===== config.mk =====
export PLATFORM = sky130hd
export DESIGN_NAME = header_seeker_lock
export DESIGN_NICKNAME = d
export VERILOG_FILES = /design/src/rtl/header_seeker_lock.sv
export SDC_FILE = /design/constraint.sdc
export NUM_CORES = 1
export LEC_CHECK = 0
export ABC_AREA = 1
export ABC_CLOCK_PERIOD_IN_PS = 7400
export BUFFER_PORTS_ARGS = -buffer_cell sky130_fd_sc_hd__buf_4
export CAP_MARGIN = 20
export CORE_ASPECT_RATIO = 1.4
export CORE_UTILIZATION = 45
export CTS_BUF_LIST = sky130_fd_sc_hd__clkbuf_8 sky130_fd_sc_hd__clkbuf_16
export CTS_CLUSTER_DIAMETER = 150
export DETAILED_ROUTE_END_ITERATION = 12
export PLACE_DENSITY = 0.68
export SYNTH_ARGS = -nofsm -noshare
export SYNTH_HDL_FRONTEND = slang
export SYNTH_SLANG_ARGS = --single-unit

===== constraint.sdc =====
create_clock -name clk_i -period 7.4 [get_ports clk_i]
set_input_delay 0.74 -clock clk_i [delete_from_list [all_inputs] [get_ports clk_i]]
set_output_delay 0.74 -clock clk_i [all_outputs]
set_load 0.005 [all_outputs]

===== src/rtl/header_seeker_lock.sv =====
// Block-lock search for 66b framing: parallel seekers hunt for a valid 2-bit sync header offset, then the chosen one is monitored for bad headers.
// Optional lock-loss statistics counter is built when SEEKER_LOSS_STATS_EN is defined.
module header_seeker_lock #(
    parameter int BLOCK_W     = 66,
    parameter int NUM_SEEKERS = 2,
    parameter int LOCK_CNT    = 64,
    parameter int BAD_WIN     = 64,
    parameter int UNLOCK_BAD  = 16
) (
    input  logic                       clk_i,
    input  logic                       rst_ni,
    input  logic [BLOCK_W:0]           slice_i,
    input  logic                       slice_valid_i,
    input  logic                       resync_i,
    output logic [$clog2(BLOCK_W)-1:0] block_offset_o,
    output logic                       lock_o,
    output logic                       lock_lost_o,
    output logic [7:0]                 lock_loss_cnt_o
);
    localparam int POS_W  = $clog2(BLOCK_W);
    localparam int GOOD_W = $clog2(LOCK_CNT + 1);
    localparam int WIN_W  = $clog2(BAD_WIN + 1);
    localparam int BAD_W  = $clog2(UNLOCK_BAD + 1);
    localparam int SEL_W  = (NUM_SEEKERS > 1) ? $clog2(NUM_SEEKERS) : 1;
    localparam int STRIDE = BLOCK_W / NUM_SEEKERS;

    typedef enum logic {SEARCH, LOCKED} state_t;

    state_t            state;
    logic [POS_W-1:0]  pos  [NUM_SEEKERS];
    logic [GOOD_W-1:0] good [NUM_SEEKERS];
    logic [SEL_W-1:0]  chosen;
    logic [WIN_W-1:0]  win_cnt;
    logic [BAD_W-1:0]  bad_cnt;

    function automatic logic [POS_W-1:0] start_pos(input int k);
        return POS_W'(k * STRIDE);
    endfunction

    function automatic logic [POS_W-1:0] pos_inc(input logic [POS_W-1:0] p);
        return (p == POS_W'(BLOCK_W - 1)) ? '0 : p + POS_W'(1);
    endfunction

    function automatic logic [GOOD_W-1:0] good_inc(input logic [GOOD_W-1:0] g);
        return (g == GOOD_W'(LOCK_CNT)) ? g : g + GOOD_W'(1);
    endfunction

    logic [NUM_SEEKERS-1:0] hdr_valid;
    logic [NUM_SEEKERS-1:0] hit_lock;
    logic                   any_hit;
    logic [SEL_W-1:0]       hit_idx;
    logic                   chosen_ok;
    logic [BAD_W-1:0]       bad_nxt;
    logic                   unlock_bad;
    logic                   drop_lock;
    logic                   lost_evt;

    always_comb begin
        hdr_valid = '0;
        hit_lock  = '0;
        any_hit   = 1'b0;
        hit_idx   = '0;
        for (int k = 0; k < NUM_SEEKERS; k++) begin
            hdr_valid[k] = slice_i[pos[k] + 1] ^ slice_i[pos[k]];
            hit_lock[k]  = hdr_valid[k] && (good[k] == GOOD_W'(LOCK_CNT - 1));
        end
        // Descending scan so the lowest-index hit is the one left in hit_idx.
        for (int k = NUM_SEEKERS - 1; k >= 0; k--) begin
            if (hit_lock[k]) begin
                any_hit = 1'b1;
                hit_idx = SEL_W'(k);
            end
        end
    end

    assign chosen_ok  = hdr_valid[chosen];
    assign bad_nxt    = bad_cnt + BAD_W'(!chosen_ok);
    assign unlock_bad = (state == LOCKED) && slice_valid_i && !chosen_ok &&
                        (bad_nxt == BAD_W'(UNLOCK_BAD));
    assign drop_lock  = resync_i || unlock_bad;
    assign lost_evt   = (state == LOCKED) && drop_lock;

    always_ff @(posedge clk_i or negedge rst_ni) begin
        if (!rst_ni) begin
            state          <= SEARCH;
            lock_o         <= 1'b0;
            lock_lost_o    <= 1'b0;
            block_offset_o <= '0;
            chosen         <= '0;
            win_cnt        <= '0;
            bad_cnt        <= '0;
            for (int k = 0; k < NUM_SEEKERS; k++) begin
                pos[k]  <= start_pos(k);
                good[k] <= '0;
            end
        end else begin
            lock_lost_o <= lost_evt;
            if (drop_lock) begin
                state   <= SEARCH;
                lock_o  <= 1'b0;
                win_cnt <= '0;
                bad_cnt <= '0;
                for (int k = 0; k < NUM_SEEKERS; k++) begin
                    good[k] <= '0;
                    // Skip past the offset that just failed instead of retrying it first.
                    if ((state == LOCKED) && (SEL_W'(k) == chosen))
                        pos[k] <= pos_inc(pos[k]);
                    else
                        pos[k] <= start_pos(k);
                end
            end else if (state == SEARCH) begin
                if (slice_valid_i) begin
                    for (int k = 0; k < NUM_SEEKERS; k++) begin
                        if (hdr_valid[k]) begin
                            good[k] <= good_inc(good[k]);
                        end else begin
                            good[k] <= '0;
                            pos[k]  <= pos_inc(pos[k]);
                        end
                    end
                    if (any_hit) begin
                        state          <= LOCKED;
                        lock_o         <= 1'b1;
                        chosen         <= hit_idx;
                        block_offset_o <= pos[hit_idx];
                        win_cnt        <= '0;
                        bad_cnt        <= '0;
                    end
                end
            end else if (slice_valid_i) begin
                if (win_cnt == WIN_W'(BAD_WIN - 1)) begin
                    win_cnt <= '0;
                    bad_cnt <= '0;
                end else begin
                    win_cnt <= win_cnt + WIN_W'(1);
                    bad_cnt <= bad_nxt;
                end
            end
        end
    end

`ifdef SEEKER_LOSS_STATS_EN
    logic [7:0] loss_cnt;

    always_ff @(posedge clk_i or negedge rst_ni) begin
        if (!rst_ni)
            loss_cnt <= '0;
        else if (lost_evt && (loss_cnt != 8'hFF))
            loss_cnt <= loss_cnt + 8'd1;
    end

    assign lock_loss_cnt_o = loss_cnt;
`else
    assign lock_loss_cnt_o = '0;
`endif

endmodule


==> impl_metrics.csv <==
group,metric,value,unit
logic_synthesis,ys_ff_latch,51,
worst_setup_path,r2r_cells,22,
cells_and_area,diodes,0,
logic_synthesis,synth_edf_count,0,
cells_and_area,area_growth,11.34,%
timing,slew_violations,0,
drt,route.detailed.drc,0,
timing,skew,0.01047,ns
worst_setup_path,worstPathArrival,6.72,ns
cells_and_area,final_cells,1337,
power_and_ir_drop,power_switching_share,57.93,%
cells_and_area,drive_above_1_share,9.524,%
power_and_ir_drop,internal_power,935.2,µW
timing,slew_headroom,24.17,%
worst_setup_path,critPathKind,"flip-flop to flip-flop",
worst_setup_path,cp_max_fo,54,
power_and_ir_drop,power_density,318.6,nW/µm²
cts,clockRootBuffer,"clkbuf_16",
drt,totalWireLength,25640,µm
worst_setup_path,crit_path_end_kind,"flip-flop",
floorplanning,ios,88,
logic_synthesis,yosysUniqueCellTypes,39,
cts,insertion_delay,0.30,ns
power_and_ir_drop,p_sw,1.288,mW
placed_design,hpwlAfterDp,18100,µm
job,drv_cap,0,
cts,cts_hold_buf,0,
grt,antenna_found_initial,0,
placed_design,io_buffers,79,
drt,ant_nets,0,
floorplanning,die_w,101.7,µm
logic_synthesis,synthFlopType,"dfrtp_1",
floorplanning,core,13450,µm²
timing,rsz0062_at_grt,"false",
floorplanning,rows,50,
timing,period_share,87.69,%
drt,drtIter0Drc,625,
grt,grt_overflow,0,
logic_synthesis,seq_area_frac_synth,20.41,%
logic_synthesis,synthArstFlopShare,100.0,%
power_and_ir_drop,power.leakage,3.796,nW
cts,post_cts_resized,0,
placed_design,dp.cells,1329,
power_and_ir_drop,power_frac_seq,18.0,%
timing,finalSetupViolCount,0,
floorplanning,die_area,14410,µm²
cells_and_area,nNetsFinal,1236,
timing,fmax,0.1541,GHz
grt,grt_max_degree,65,
cts,cts_inserted_buffers,5,
timing,final.setup.tns,0,ns
logic_synthesis,synthCells,1122,
worst_hold_path,min_path_type,"input pin to asynchronous set/reset pin",
drt,wl_per_cell,19.18,µm
timing,hold_violations,0,
cts,cts.sinks,51,
drt,drt_pass1_iterations,6,
floorplanning,initial_core_util,46.59,%
status,outcome,"complete, no violations",
cts,clk_pin_slew,0.07,ns
power_and_ir_drop,peakVddDrop,0.0002474,V
power_and_ir_drop,pwr-share-clk,11.5,%
cells_and_area,final_core_util,51.87,%
logic_synthesis,netlist_area,6266,µm²
worst_setup_path,required,7.63,ns
placed_design,gp_congestion,1.084,
logic_synthesis,syn_avg_cell_area,5.585,µm²
worst_setup_path,start_kind,"flip-flop",
logic_synthesis,ys_warn_count,0,
grt,grt_pass1_vias,7046,
cells_and_area,final_area,6977,µm²
cts,htreeDepth,2,
power_and_ir_drop,comb_power_share,70.5,%
floorplanning,die_y,141.6,µm
cts,cts_tree,"built",
timing,setup_ws,0.9111,ns
placed_design,post-place-ws,1.229,ns
cts,cts_setup_buffers,0,
placed_design,dpl_cell_area,6814,µm²
drt,vias,7666,
grt,grt.total_usage,36.96,%
drt,drt-vias-per-instance,5.734,
timing,min_period,6.489,ns
timing,tightest_slew,1.126,ns
grt,grt_pass1_wl,39110,µm
cts,clockBufferDepth,2,
## power by group through the flow
stage	Clock, mW	Combinational [mW]	Sequential, mW
2_1_floorplan	0	1.16	0.339
3_3_place_gp	0	1.46	0.400
3_5_place_dp	0	1.47	0.401
4_1_cts	0.264	1.47	0.395
5_1_grt	0.273	1.72	0.407
6_report	0.256	1.57	0.400
## final cells by class
type,instances,area (µm²)
Sequential cell,51,1280
Inverter,118,442.9
Multi-Input combinational cell,892,4218
Clock buffer,5,125.1
Clock inverter,3,37.54
Timing Repair Buffer,86,645.6
Tap cell,182,227.7
Fill cell,1456,6474
## critical path, stage by stage, from the launching register on
cell,delay [ns]
dfstp_2,1.11
buf_4,0.58
o21ai_0,0.12
o21ai_0,0.89
a21oi_1,0.15
nand2_1,0.15
nand3_1,0.08
nand2_1,0.12
a21boi_0,0.10
nand2_1,0.10
nand3_1,0.12
and2_1,0.17
ha_1,0.20
ha_1,0.29
nor3_1,0.19
nand2_1,0.07
nor3_1,0.24
nand3_2,0.17
nand2_2,0.54
inv_2,0.43
o21ai_1,0.39
nand2_1,0.12
nand2_1,0.07
## synthesized netlist by cell type (3+ instances only)
library cell / count / area share [%]
o21ai_0: 29 / 2.3
inv_1: 110 / 6.6
dfrtp_1: 49 / 20
nand3_1: 201 / 16
inv_2: 7 / 0.42
a21boi_0: 3 / 0.36
nor3b_1: 3 / 0.36
xor2_1: 17 / 2.4
nand4_1: 16 / 1.6
xnor2_1: 5 / 0.70
buf_2: 30 / 2.4
o211ai_1: 46 / 5.5
nand2_1: 432 / 26
nor2_1: 58 / 3.5
nand3_2: 3 / 0.48
buf_4: 12 / 1.4
ha_1: 11 / 2.2
nor3_1: 14 / 1.1
a21oi_1: 29 / 2.3
clkbuf_1: 22 / 1.3
## cells in the final DEF, fill, tap and decap left out, types with 2 or more instances in the layout
cell       count
nor3b_1        3
a21oi_1       29
inv_1        112
o21ai_0       29
xnor2_1        5
dfstp_2        2
nand3_1      201
o211ai_1      46
inv_2          7
nor4_1         2
nor2_1        58
ha_1          11
clkbuf_16      5
nand4_1       16
buf_4         86
a21boi_0       3
nand2_1      432
xor2_1        17
nor3_1        14
dfrtp_1       48
conb_1         8
o21ai_1        2
nand3_2        3
nand2_2        2
## metal layers
metal | track usage (%) | up-vias | wire length [µm]
met3 | 13.35 | 139 | 2729
met1 | 39.24 | 3481 | 8951
met2 | 58.43 | 358 | 11650
met5 | 0 | - | 0
met4 | 29.52 | 0 | 2304
li1 | - | 3688 | -
## cells by family (layout without fill, tap and decap cells)
| logic type | after synthesis | after routing | share of synthesized area (%) |
|---|---|---|---|
| AOI/OAI and AO/OA | 115 | 115 | 11.44 |
| xor gates and xnor gates | 23 | 23 | 3.335 |
| adders and majority gates | 11 | 11 | 2.196 |
| buffers and inverters | 186 | 212 | 12.70 |
| DFF | 51 | 51 | 20.41 |
| other | 1 | 8 | 0.05985 |
| and+or+nand+nor | 735 | 735 | 49.86 |
## through the flow
step           hold WS (ns)  power (mW)
6_report             0.4766       2.223
5_1_grt              0.5222       2.404
4_1_cts              0.4816       2.130
3_5_place_dp         0.4630       1.870
3_3_place_gp         0.4573       1.863
2_1_floorplan        0.4419       1.497
## path summary, 6_finish.rpt
check | from | end | slack [ns]
min reg2reg | win_cnt[5]$_DFFE_PN0P_ | win_cnt[5]$_DFFE_PN0P_ | 0.48
max | pos[0]$_DFFE_PN1P_ | pos[4]$_DFFE_PN0P_ | 0.91
min in group clk_i | win_cnt[5]$_DFFE_PN0P_ | win_cnt[5]$_DFFE_PN0P_ | 0.48
max reg2reg | pos[0]$_DFFE_PN1P_ | pos[4]$_DFFE_PN0P_ | 0.91
min | rst_ni | pos[8]$_DFFE_PN0P_ | 0.48
max in group asynchronous | rst_ni | pos[7]$_DFFE_PN0P_ | 6.46
## flip-flops by register name, summed over array words and instances (netlist names), 5 cells and up
name / count
pos: 14
good: 14
bad_cnt: 5
win_cnt: 7
block_offset_o: 7
(Power assumes the default switching activity.)
